--- src/rtl/rip_axi_arbiter_pkg.sv ---
// Shared types and helpers for the rip_axi_master request arbiter.
package rip_axi_arbiter_const;

    localparam int B_WIDTH   = 8;
    localparam int MAX_PORTS = 8;
    localparam int IDX_W     = 3;

    typedef enum logic {ARB_IDLE, ARB_WAIT} arb_state_e;

    // Search upward from ptr+1, wrapping; unused upper bits are zero so the
    // 8-wide wrap is equivalent to wrapping at NUM_PORTS.
    function automatic logic [MAX_PORTS-1:0] rr_pick(input logic [MAX_PORTS-1:0] req,
                                                     input logic [IDX_W-1:0]     ptr);
        logic [MAX_PORTS-1:0] oh;
        logic [IDX_W-1:0]     idx;
        oh = '0;
        for (int i = 1; i <= MAX_PORTS; i++) begin
            idx = ptr + IDX_W'(i);
            if (req[idx] && oh == '0) oh[idx] = 1'b1;
        end
        return oh;
    endfunction

    function automatic int line_shift(input int line_w);
        return $clog2(line_w / B_WIDTH);
    endfunction

endpackage

--- src/rtl/rip_rr_arbiter.sv ---
// One channel of the arbiter: round-robin pick, IDLE/WAIT FSM and grant register.
module rip_rr_arbiter
    import rip_axi_arbiter_const::*;
#(
    parameter int NUM_PORTS = 2
) (
    input  logic                 clk,
    input  logic                 rst,
    input  logic [NUM_PORTS-1:0] req,
    input  logic                 ready,
    input  logic                 done,
    output logic                 issue,
    output logic [IDX_W-1:0]     win,
    output logic                 busy,
    output logic                 valid,
    output logic [NUM_PORTS-1:0] ack,
    output logic [NUM_PORTS-1:0] fin
);

    arb_state_e           state, state_nxt;
    logic [IDX_W-1:0]     ptr, grant;
    logic [MAX_PORTS-1:0] pick;

    assign pick = rr_pick(MAX_PORTS'(req), ptr);
    assign busy = (state == ARB_WAIT);

    always_comb begin
        win = '0;
        for (int i = 0; i < MAX_PORTS; i++)
            if (pick[i]) win = IDX_W'(i);
    end

    always_comb begin
        state_nxt = state;
        issue     = 1'b0;
        case (state)
            ARB_IDLE: if (|req && ready) begin
                issue     = 1'b1;
                state_nxt = ARB_WAIT;
            end
            ARB_WAIT: if (done) state_nxt = ARB_IDLE;
        endcase
    end

    always_ff @(posedge clk or posedge rst) begin
        if (rst) state <= ARB_IDLE;
        else     state <= state_nxt;
    end

    always_ff @(posedge clk or posedge rst) begin
        if (rst) begin
            ptr   <= IDX_W'(NUM_PORTS - 1);
            grant <= '0;
            valid <= 1'b0;
            ack   <= '0;
            fin   <= '0;
        end else begin
            valid <= issue;
            ack   <= '0;
            fin   <= '0;
            if (issue) begin
                ptr   <= win;
                grant <= win;
                ack   <= NUM_PORTS'(pick);
            end
            if (busy && done) fin <= NUM_PORTS'(1) << grant;
        end
    end

endmodule

--- src/rtl/rip_axi_arbiter.sv ---
// Shares one rip_axi_master request interface between NUM_PORTS requesters.
// Define RIP_AXI_ARB_RAW_HAZARD_EN to hold reads behind an in-flight write to the same line.
module rip_axi_arbiter
    import rip_axi_arbiter_const::*;
#(
    parameter  int NUM_PORTS  = 2,
    parameter  int ADDR_WIDTH = 32,
    parameter  int DATA_WIDTH = 32,
    parameter  int BURST_LEN  = 2,
    localparam int LINE_W     = DATA_WIDTH * BURST_LEN,
    localparam int STRB_W     = LINE_W / B_WIDTH
) (
    input  logic                            clk,
    input  logic                            rst,
    input  logic [NUM_PORTS-1:0]            req_wvalid,
    input  logic [NUM_PORTS*ADDR_WIDTH-1:0] req_waddr,
    input  logic [NUM_PORTS*LINE_W-1:0]     req_wdata,
    input  logic [NUM_PORTS*STRB_W-1:0]     req_wstrb,
    output logic [NUM_PORTS-1:0]            req_wack,
    output logic [NUM_PORTS-1:0]            req_wdone,
    input  logic [NUM_PORTS-1:0]            req_rvalid,
    input  logic [NUM_PORTS*ADDR_WIDTH-1:0] req_raddr,
    output logic [NUM_PORTS-1:0]            req_rack,
    output logic [NUM_PORTS-1:0]            req_rdone,
    output logic [LINE_W-1:0]               req_rdata,
    input  logic                            m_wready,
    output logic [ADDR_WIDTH-1:0]           m_waddr,
    output logic [LINE_W-1:0]               m_wdata,
    output logic [STRB_W-1:0]               m_wstrb,
    output logic                            m_wvalid,
    input  logic                            m_wdone,
    input  logic                            m_rready,
    output logic [ADDR_WIDTH-1:0]           m_raddr,
    output logic                            m_rvalid,
    input  logic [LINE_W-1:0]               m_rdata,
    input  logic                            m_rdone
);

    logic                  w_issue, r_issue, w_busy, r_busy;
    logic [IDX_W-1:0]      w_win, r_win;
    logic [NUM_PORTS-1:0]  r_req;
    logic [ADDR_WIDTH-1:0] w_win_addr, r_win_addr;

    assign w_win_addr = req_waddr[int'(w_win)*ADDR_WIDTH +: ADDR_WIDTH];
    assign r_win_addr = req_raddr[int'(r_win)*ADDR_WIDTH +: ADDR_WIDTH];

`ifdef RIP_AXI_ARB_RAW_HAZARD_EN
    localparam int LSH = line_shift(LINE_W);
    logic [ADDR_WIDTH-1:0] w_line_addr;

    // The write being issued this cycle is not yet in m_waddr.
    assign w_line_addr = w_issue ? w_win_addr : m_waddr;

    always_comb begin
        r_req = '0;
        for (int p = 0; p < NUM_PORTS; p++)
            r_req[p] = req_rvalid[p] &&
                       !((w_busy || w_issue) &&
                         ((req_raddr[p*ADDR_WIDTH +: ADDR_WIDTH] >> LSH) == (w_line_addr >> LSH)));
    end
`else
    logic unused_w_busy;
    assign unused_w_busy = w_busy;
    assign r_req         = req_rvalid;
`endif

    rip_rr_arbiter #(.NUM_PORTS(NUM_PORTS)) u_wr_arb (
        .clk(clk), .rst(rst), .req(req_wvalid), .ready(m_wready), .done(m_wdone),
        .issue(w_issue), .win(w_win), .busy(w_busy),
        .valid(m_wvalid), .ack(req_wack), .fin(req_wdone)
    );

    rip_rr_arbiter #(.NUM_PORTS(NUM_PORTS)) u_rd_arb (
        .clk(clk), .rst(rst), .req(r_req), .ready(m_rready), .done(m_rdone),
        .issue(r_issue), .win(r_win), .busy(r_busy),
        .valid(m_rvalid), .ack(req_rack), .fin(req_rdone)
    );

    always_ff @(posedge clk or posedge rst) begin
        if (rst) begin
            m_waddr   <= '0;
            m_wdata   <= '0;
            m_wstrb   <= '0;
            m_raddr   <= '0;
            req_rdata <= '0;
        end else begin
            if (w_issue) begin
                m_waddr <= w_win_addr;
                m_wdata <= req_wdata[int'(w_win)*LINE_W +: LINE_W];
                m_wstrb <= req_wstrb[int'(w_win)*STRB_W +: STRB_W];
            end
            if (r_issue)           m_raddr   <= r_win_addr;
            if (r_busy && m_rdone) req_rdata <= m_rdata;
        end
    end

endmodule

--- config.mk ---
export PLATFORM = sky130hd
export DESIGN_NAME = rip_axi_arbiter
export DESIGN_NICKNAME = d
export VERILOG_FILES = /design/src/rtl/rip_axi_arbiter_pkg.sv /design/src/rtl/rip_rr_arbiter.sv /design/src/rtl/rip_axi_arbiter.sv
export SDC_FILE = /design/constraint.sdc
export NUM_CORES = 1
export LEC_CHECK = 0
export BUFFER_PORTS_ARGS = -buffer_cell sky130_fd_sc_hd__buf_4
export CAP_MARGIN = 40
export CORE_AREA = 3 3 214 216
export DETAILED_ROUTE_END_ITERATION = 8
export DIE_AREA = 0 0 217 219
export HOLD_SLACK_MARGIN = 0.08
export PLACE_DENSITY = 0.61
export SYNTH_ARGS = -nofsm -noshare
export SYNTH_HDL_FRONTEND = slang
export SYNTH_HIERARCHICAL = 1
export SYNTH_SLANG_ARGS = --single-unit
--- constraint.sdc ---
create_clock -name clk -period 5.8 [get_ports clk]
set_input_delay 0.58 -clock clk [delete_from_list [all_inputs] [get_ports clk]]
set_output_delay 0.58 -clock clk [all_outputs]
set_load 0.01 [all_outputs]
==> impl_metrics.toml <==
[floorplan]
core-area_mm2 = 0.0441
rows = 77
start_util_pct = 26.1
die-area_mm2 = 0.0475
die_y_um = 219
fp.dieW_um = 217
io_pins = 556

[pwr]
power_density_mw_per_mm2 = 484
vdd_drop_max_mv = 0.230
power.leakage_nw = 8.29

[synthesis]
synth_enable_flop_cells = 0
yosys-top-cells-area = "dfrtp_1, mux2i_1, mux2_2, o22ai_2, inv_1"
yosysMostFrequentCell = "dfrtp_1"
synthDistinctLibCells = 82
avgSynthCellArea_um2 = 11.3
synth-seq-area-share_pct = 47.9
syn_area_mm2 = 0.0115
synthFlopType = "dfrtp_1"
synth-seq-cells = 220
netlist.area_leader.share_pct = 47.4
async_reset_ff_share_pct = 100
synth_top_area_cell = "dfrtp_1"
synthCells = 1015
yosysWarnings = 6
synth_nets = 1373
yosys-top-cells-count = "dfrtp_1, inv_1, mux2i_1, o22ai_1, mux2_2"

[worst_setup_path]
cp_slowest_cell = "dfrtp_1"
crit_cells = 13
crit_arrival_ns = 5.25
cp_num_buf_inv = 2
crit_family = "simple AND/OR/NAND/NOR gates"
critPathCaptureType = "flop"
critical_path.cell_chain = "inv_1 > ha_1 > or4_4 > a311o_1 > and3_4 > a211o_1 > a2111oi_4 > nand3b_2 > o21a_1 > nand2_4 > buf_12 > mux2i_1 > o22ai_2"
crit_required_ns = 6.21
cp_max_fo = 37
reg2reg_depth = 13
cp_slowest_stage_delay_ns = 0.62
crit_path_start_kind = "flop"
critical_path_class = "reg -> reg"

[place]
finalWeightedCongestion = 0.845
dp_hpwl_um = 31500
io_buffers = 555

[sta]
timing.fmax_mhz = 206
worstMarginPinSlew_ns = 0.863
clock_skew_ns = 0.00626
timing.slew.headroom_pct = 42.0
maxSlewViolCount = 0
fin_hold_ws_ns = 0.225
setup_viol_count_final = 0
period_share_pct = 83.5
fin_setup_tns_ns = 0
grt_setup_unrepaired = "no"
hold_viol_final = 0
finalCriticalPeriod_ns = 4.84

[clock_network]
path_clk_slew_ns = 0.06
cts_made_buffers = 27
h-tree-depth = 1
cts_tree = "yes"
clk_latency_ns = 0.55
clock_path_buffers = 3
cts_root_buf = "clkbuf_16"
post_cts_buffers = 0
cts.sinks = 220

[finish]
drive_above_1_share_pct = 49.1
finish.net_count = 1905
postLayoutCoreUtil_pct = 38.7
area_growth_pct = 48.6
antenna_cells = 0

[drt]
drt_iter0_markers = 537
vias = 9963
dr.pass1.iters = 4
viasPerCell = 4.62
drc = 0
routedWlPerCell_um = 18.9
antenna_left = 0
wirelength_um = 40800

[hold_path]
worstHoldPathCells = 2
hold_path.class = "in -> reg"

[flow_run]
cap_viol_max_count = 0

[grt]
grt_pass1_wl_um = 59600
grt_pass1_vias = 10167
grt_max_degree = 134
grtUsageTotal_pct = 15.9
gr-total-overflow = 0
antenna_found_initial = 0

[run_status]
status = "complete, no violations"
final cells by class:
type,instances,area [µm²]
fillers,4360,27000
multi-input cells,567,5050
inverters,156,592
clock buffers,43,786
clock inverters,5,28.8
repair buffers,575,4390
well taps,592,741
flip-flops and latches,220,5510
cell families (layout without fill, tap and decap cells):
logic type | after synthesis | after routing | share of synthesized area (%)
XOR/XNOR | 5 | 5 | 0.381
adder cells (fa/ha/maj) | 12 | 12 | 1.31
AO/OA/AOI/OAI | 229 | 229 | 17.4
buffers and inverters | 228 | 779 | 8.32
multiplexers | 210 | 210 | 19.1
flip-flops | 220 | 220 | 47.9
AND/OR/NAND/NOR | 111 | 111 | 5.61
report_power, final:
part	internal [mW]	switching [mW]	total, mW
Combinational	2.11	2.06	4.17
Sequential	2.13	0.398	2.53
Clock	0.919	0.650	1.57
worst paths after layout:
check                           slack (ns)               to         startpoint
worst min register to register        0.46  u_rd_arb/fin[0]  u_rd_arb/grant[0]
worst max register to register        0.96      m_wdata[63]    u_wr_arb/ptr[1]
max in group asynchronous             4.14       m_waddr[8]                rst
min in group asynchronous             0.57       m_raddr[2]                rst
worst min-delay path                  0.23    u_wr_arb/busy            m_wdone
worst max-delay path                  0.96      m_wdata[63]    u_wr_arb/ptr[1]
layer usage:
metal	track usage (%)	vias to the layer above	routed length, µm
met4	4.48	0	1220
met1	18.8	4795	15800
met3	4.82	55	3370
met2	28.1	416	20300
li1	-	4697	-
met5	0	-	0
stage by stage:
stage	setup WS [ns]	total power [mW]	cell area, µm²	instances
after global routing	0.709	8.79	17100	2158
after detailed placement	1.01	6.77	16300	2109
final	0.957	8.27	17100	2158
after floorplan	1.57	5.00	11500	1015
after global placement	1.03	6.69	16200	2108
after CTS	0.991	8.40	17100	2158
layout by cell type, fill, tap and decap left out, drive strengths merged, types with 3 or more instances in the layout:
| master | netlist | layout |
|---|---|---|
| a211o | 8 | 8 |
| a211oi | 9 | 9 |
| a21oi | 12 | 12 |
| a311o | 3 | 3 |
| a311oi | 3 | 3 |
| a31oi | 11 | 11 |
| and2 | 4 | 4 |
| and3 | 5 | 5 |
| buf | 46 | 574 |
| clkbuf | 26 | 43 |
| clkinv | 2 | 6 |
| dfrtp | 218 | 218 |
| ha | 12 | 12 |
| inv | 154 | 154 |
| mux2 | 69 | 69 |
| mux2i | 141 | 141 |
| nand2 | 21 | 21 |
| nand2b | 5 | 5 |
| nand3 | 12 | 12 |
| nand4 | 7 | 7 |
| nor2 | 20 | 20 |
| nor2b | 4 | 4 |
| nor3 | 8 | 8 |
| nor3b | 3 | 3 |
| nor4 | 4 | 4 |
| o211ai | 5 | 5 |
| o21ai | 8 | 8 |
| o22ai | 140 | 140 |
| o311a | 3 | 3 |
| o31ai | 5 | 5 |
| or3 | 4 | 4 |
| xor2 | 3 | 3 |
what timing repair did:
item                                    4_1_cts  5_1_grt
resized for setup                             0        0
hold endpoints to repair                     27        0
endpoints found under the setup margin        0        0
hold buffers                                  1        0
state kept, by name, indices dropped and copies added (netlist names), 2 cells and up:
| name | cells |
|---|---|
| u_wr_arb/fin | 2 |
| m_wdata | 64 |
| u_wr_arb/ptr | 3 |
| u_wr_arb/ack | 2 |
| m_raddr | 32 |
| u_rd_arb/ptr | 3 |
| m_waddr | 32 |
| m_wstrb | 8 |
| u_rd_arb/fin | 2 |
| u_rd_arb/ack | 2 |
| req_rdata | 64 |
No activity file was read; power rests on OpenSTA's default activity.
